[src/rtl/reg_dump_reader.sv]
// Sweeps the register-file read select over R0..NUM_REGS-1 and streams each word out on a valid/ready port.
// Optional build macro DUMP_CHECKSUM_EN appends a running-XOR checksum word after the last register.
module reg_dump_reader #(
    parameter int NUM_REGS = 8,
    parameter int DATA_W   = 16,
    parameter int SEL_W    = 3
) (
    input  logic              Clk,
    input  logic              Reset,
    input  logic              Start,
    output logic [SEL_W-1:0]  Rd_Sel,
    input  logic [DATA_W-1:0] Rd_Data,
    output logic [DATA_W-1:0] Out_Data,
    output logic [SEL_W-1:0]  Out_Idx,
    output logic              Out_Chk,
    output logic              Out_Last,
    output logic              Out_Valid,
    input  logic              Out_Ready,
    output logic              Busy,
    output logic              Done
);

    typedef enum logic [1:0] {IDLE, SELECT, PRESENT, CHKSUM} state_t;

    localparam logic [SEL_W-1:0] LAST_IDX = SEL_W'(NUM_REGS - 1);

    state_t           state;
    logic [SEL_W-1:0] idx;

`ifdef DUMP_CHECKSUM_EN
    logic [DATA_W-1:0] chk_acc;
`else
    assign Out_Chk = 1'b0;
`endif

    always_ff @(posedge Clk) begin
        if (Reset) begin
            state     <= IDLE;
            idx       <= '0;
            Rd_Sel    <= '0;
            Out_Data  <= '0;
            Out_Idx   <= '0;
            Out_Last  <= 1'b0;
            Out_Valid <= 1'b0;
            Busy      <= 1'b0;
            Done      <= 1'b0;
`ifdef DUMP_CHECKSUM_EN
            Out_Chk   <= 1'b0;
            chk_acc   <= '0;
`endif
        end else begin
            Done <= 1'b0;
            case (state)
                IDLE: begin
                    if (Start) begin
                        state  <= SELECT;
                        idx    <= '0;
                        Rd_Sel <= '0;
                        Busy   <= 1'b1;
`ifdef DUMP_CHECKSUM_EN
                        chk_acc <= '0;
`endif
                    end
                end
                // Rd_Sel has been stable for the whole cycle; capture the read data now.
                SELECT: begin
                    Out_Data  <= Rd_Data;
                    Out_Idx   <= idx;
                    Out_Valid <= 1'b1;
                    state     <= PRESENT;
`ifdef DUMP_CHECKSUM_EN
                    Out_Last  <= 1'b0;
                    chk_acc   <= chk_acc ^ Rd_Data;
`else
                    Out_Last  <= (idx == LAST_IDX);
`endif
                end
                PRESENT: begin
                    if (Out_Ready) begin
                        Out_Valid <= 1'b0;
                        if (idx == LAST_IDX) begin
`ifdef DUMP_CHECKSUM_EN
                            // chk_acc already folds in the last register word.
                            state     <= CHKSUM;
                            Out_Data  <= chk_acc;
                            Out_Idx   <= '0;
                            Out_Chk   <= 1'b1;
                            Out_Last  <= 1'b1;
                            Out_Valid <= 1'b1;
`else
                            state     <= IDLE;
                            Out_Last  <= 1'b0;
                            Busy      <= 1'b0;
                            Done      <= 1'b1;
`endif
                        end else begin
                            idx    <= idx + 1'b1;
                            Rd_Sel <= idx + 1'b1;
                            state  <= SELECT;
                        end
                    end
                end
                CHKSUM: begin
                    if (Out_Ready) begin
                        Out_Valid <= 1'b0;
                        Out_Last  <= 1'b0;
                        Busy      <= 1'b0;
                        Done      <= 1'b1;
                        state     <= IDLE;
`ifdef DUMP_CHECKSUM_EN
                        Out_Chk   <= 1'b0;
`endif
                    end
                end
                default: state <= IDLE;
            endcase
        end
    end

endmodule
[config.mk]
export PLATFORM = sky130hd
export DESIGN_NAME = reg_dump_reader
export DESIGN_NICKNAME = d
export VERILOG_FILES = /design/src/rtl/reg_dump_reader.sv
export SDC_FILE = /design/constraint.sdc
export NUM_CORES = 1
export LEC_CHECK = 0
export BUFFER_PORTS_ARGS = -buffer_cell sky130_fd_sc_hd__buf_2
export CAP_MARGIN = 5
export CORE_MARGIN = 3
export CORE_UTILIZATION = 45
export CTS_CLUSTER_DIAMETER = 150
export DETAILED_ROUTE_END_ITERATION = 8
export PLACE_DENSITY_LB_ADDON = 0.08
export REMOVE_ABC_BUFFERS = 1
export SYNTH_ARGS = -nofsm -noshare
export SYNTH_HDL_FRONTEND = slang
export SYNTH_SLANG_ARGS = --single-unit
[constraint.sdc]
create_clock -name Clk -period 3.3 [get_ports Clk]
set_clock_uncertainty 0.05 [all_clocks]
set_input_delay 0.165 -clock Clk [delete_from_list [all_inputs] [get_ports Clk]]
set_output_delay 0.165 -clock Clk [all_outputs]
set_load 0.1 [all_outputs]
==> results.md <==
- Status: complete, no violations
- I/O pins: 47
- Final Hold Viols: 0
- Hold Crit Class: primary input to flip-flop
- Setup violators final: 0
- Core ar.: approximately 2300 µm²
- Post-Syn Area: 1100 µm²
- ANT cells: 0
- Synth Instances: 131
- Via/cell ratio: 4.86
- Initial Utilization: a little under 50%
- Clock power share: 21.6%
- Height of the die: ~55 µm
- Dpl cell area: 1300 µm²
- Peak Freq: 0.606 GHz
- Min Hold Slack: 0.0200 ns
- Cell Pwr Density: 550 nW/µm²
- Remaining Overflow, GRT: 0
- VDD IR max: 0.350 mV
- Critical Path Source Type: flip-flop
- Slew HR: around 55%
- Final Net Count: 194
- Post-CTS Setup Bufs: 0
- DR vias: slightly below 1000
- Commonest non-fill, non-tap cell in the layout: buf_2
- GPL Wtd Cong: 0.785
- Drt wl/cell: 11.5 µm
- DP HPWL: 1650 µm
- Sequential power share: about half
- Min Tclk post-route: 1.65 ns
- DR iter-0 viols: 17
- ANT nets after route: 0
- Tcrit/Tclk final: 50.0%
- Asr flop ratio synth: 0%
- Multi-input logic area: 465 µm²
- Total Die Area: 3070 µm²
- Comb pwr share: 27.8%
- WS Path Type: flip-flop to flip-flop
- Gr usage total: approximately 15%
- NetSw: roughly 270 µW
- Setup_tns: 0 ns
- Worst-margin pin slew: 0.681 ns
- Fillers: 211
- #FFs+latches synth: 28
- RSZ-0062 raised after global routing: no
- First-pass GRT wire length: about 3700 µm
- Detailed Routing Iterations Pass 1: 4
- Max-cap check violation count: 0
- Fin area: around 1300 µm²
- Post_cts resized: 0
- Max FO, Critical Path: 14
- CP top delay family: flip-flops
- Area Overhead vs Synth: 21.8%
- Clock transition at the registers of the reported paths: 0.14 ns
- Critical Path Max Stage Delay: 0.56 ns
- CP bufs+invs: 1
- Clk sinks: 28
- Post-synth EDFFs: 0
- Vias in the first global route: approximately 830
- Top FF cell, synth: dfxtp_1
- Commonest cells after routing, fill and taps aside: buf_2, nand2_1, dfxtp_1
- Largest net degree at the start of global routing: 29
- Worst skew pair latency: just over 0.3 ns
- Internal power consumption: 464 µW
- Antenna violations before repair: 0
- CTS tree: built
- Root Buffer: clkbuf_4
- CTS Hold Bufs: 0
- CTS buffer count: 3
- Switch share: 37.0%
- Storage cell area: 561 µm²
- Fin. max-slew vios: 0
- CTS Buffer Depth: 2
- Pleak: 0.000634 µW
- Syn Area/Cell: 8.39 µm²
- Synth cell types: 24
- Die X: 55.4 µm
- YS warnings: 0
- DR DRC count: 0
- Final wirelength: about 2300 µm
- CP max stage cell: dfxtp_1
- CP cell instances: nor2b_1, buf_4, nand2_1, a21oi_1
- CP endpoint kind: flip-flop
- Sequential area share after synthesis: between 50 and 60%
- Arrival time at the worst endpoint: around 1.9 ns
- Critical Path RT: 3.50 ns
- Share of cells above drive strength 1: 30.4%
- IO buf count: 45
- # H-tree levels: 1
- Core Rows: 17
## registers in the layout (all words and copies together), names as in the netlist
signal and flops:
Out_Data 16, Out_Idx 3, Busy 1, idx 3
Out_Valid 1, state 2, Out_Last 1, Done 1
## worst reg2reg max path, stage by stage, from the launching register on
cell	delay (ns)
dfxtp_1	0.56
nor2b_1	0.47
buf_4	0.29
nand2_1	0.08
a21oi_1	0.14
## power by group through the flow
stage	logic, µW	registers, µW	clock network, µW
2_1_floorplan	46.7	493	0
3_3_place_gp	204	378	0
3_5_place_dp	206	380	0
4_1_cts	206	372	163
5_1_grt	215	375	180
6_report	205	372	159
## layout make-up
type	instances	area share, %
sequential	28	41.9
timing repair buffer	46	17.4
multi-input combinational	91	34.8
inverter	2	0.561
clock buffer	4	2.71
tap	28	2.62
## path summary, 6_finish.rpt
path / start / end / slack [ns] / cells past startpoint
max: state[0] / Out_Data[3] / 1.65 / 4
min: Rd_Data[2] / Out_Data[2] / 0.02 / 3
max reg2reg: state[0] / Out_Data[3] / 1.65 / 4
min reg2reg: Out_Data[12] / Out_Data[12] / 0.41 / 2
## through the flow
stage	power (µW)	setup slack, ns	utilization [%]	std cells
final	736	1.65	59.3	199
after global routing	770	1.48	59.3	199
after CTS	741	1.65	59.3	199
after detailed placement	585	1.65	57.7	195
after global placement	582	1.71	57.7	195
after floorplan	540	1.26	-	121
## routing by layer
layer / GRT usage (%) / share of wire, %
met3: 3.27 / 5.8
met1: 18.0 / 47
met2: 24.3 / 46
met5: 0 / 0
met4: 5.90 / 0.57
## cells by family (layout without fill, tap and decap cells)
logic type | after synthesis | count (layout) | synth area share, %
AND/OR/NAND/NOR | 55 | 55 | 22.8
buffers and inverters | 12 | 52 | 6.61
AO/OA/AOI/OAI | 33 | 33 | 17.0
flip-flops | 28 | 28 | 51.0
other | 1 | 1 | 0.341
adder cells (fa/ha/maj) | 2 | 2 | 2.28
## Yosys cell counts (all sizes together) (2+ instances only)
| library cell | n | area share, % |
|---|---|---|
| a21oi | 24 | 11 |
| buf | 9 | 5.6 |
| inv | 2 | 0.68 |
| a32o | 2 | 1.8 |
| ha | 2 | 2.3 |
| dfxtp | 28 | 51 |
| nor3 | 2 | 0.91 |
| a21o | 2 | 1.4 |
| nand2 | 43 | 15 |
| nand2b | 4 | 3.0 |
| nor2b | 2 | 1.1 |
| nor2 | 2 | 0.68 |
| o21ai | 2 | 0.91 |
No activity file was read; power rests on OpenSTA's default activity.
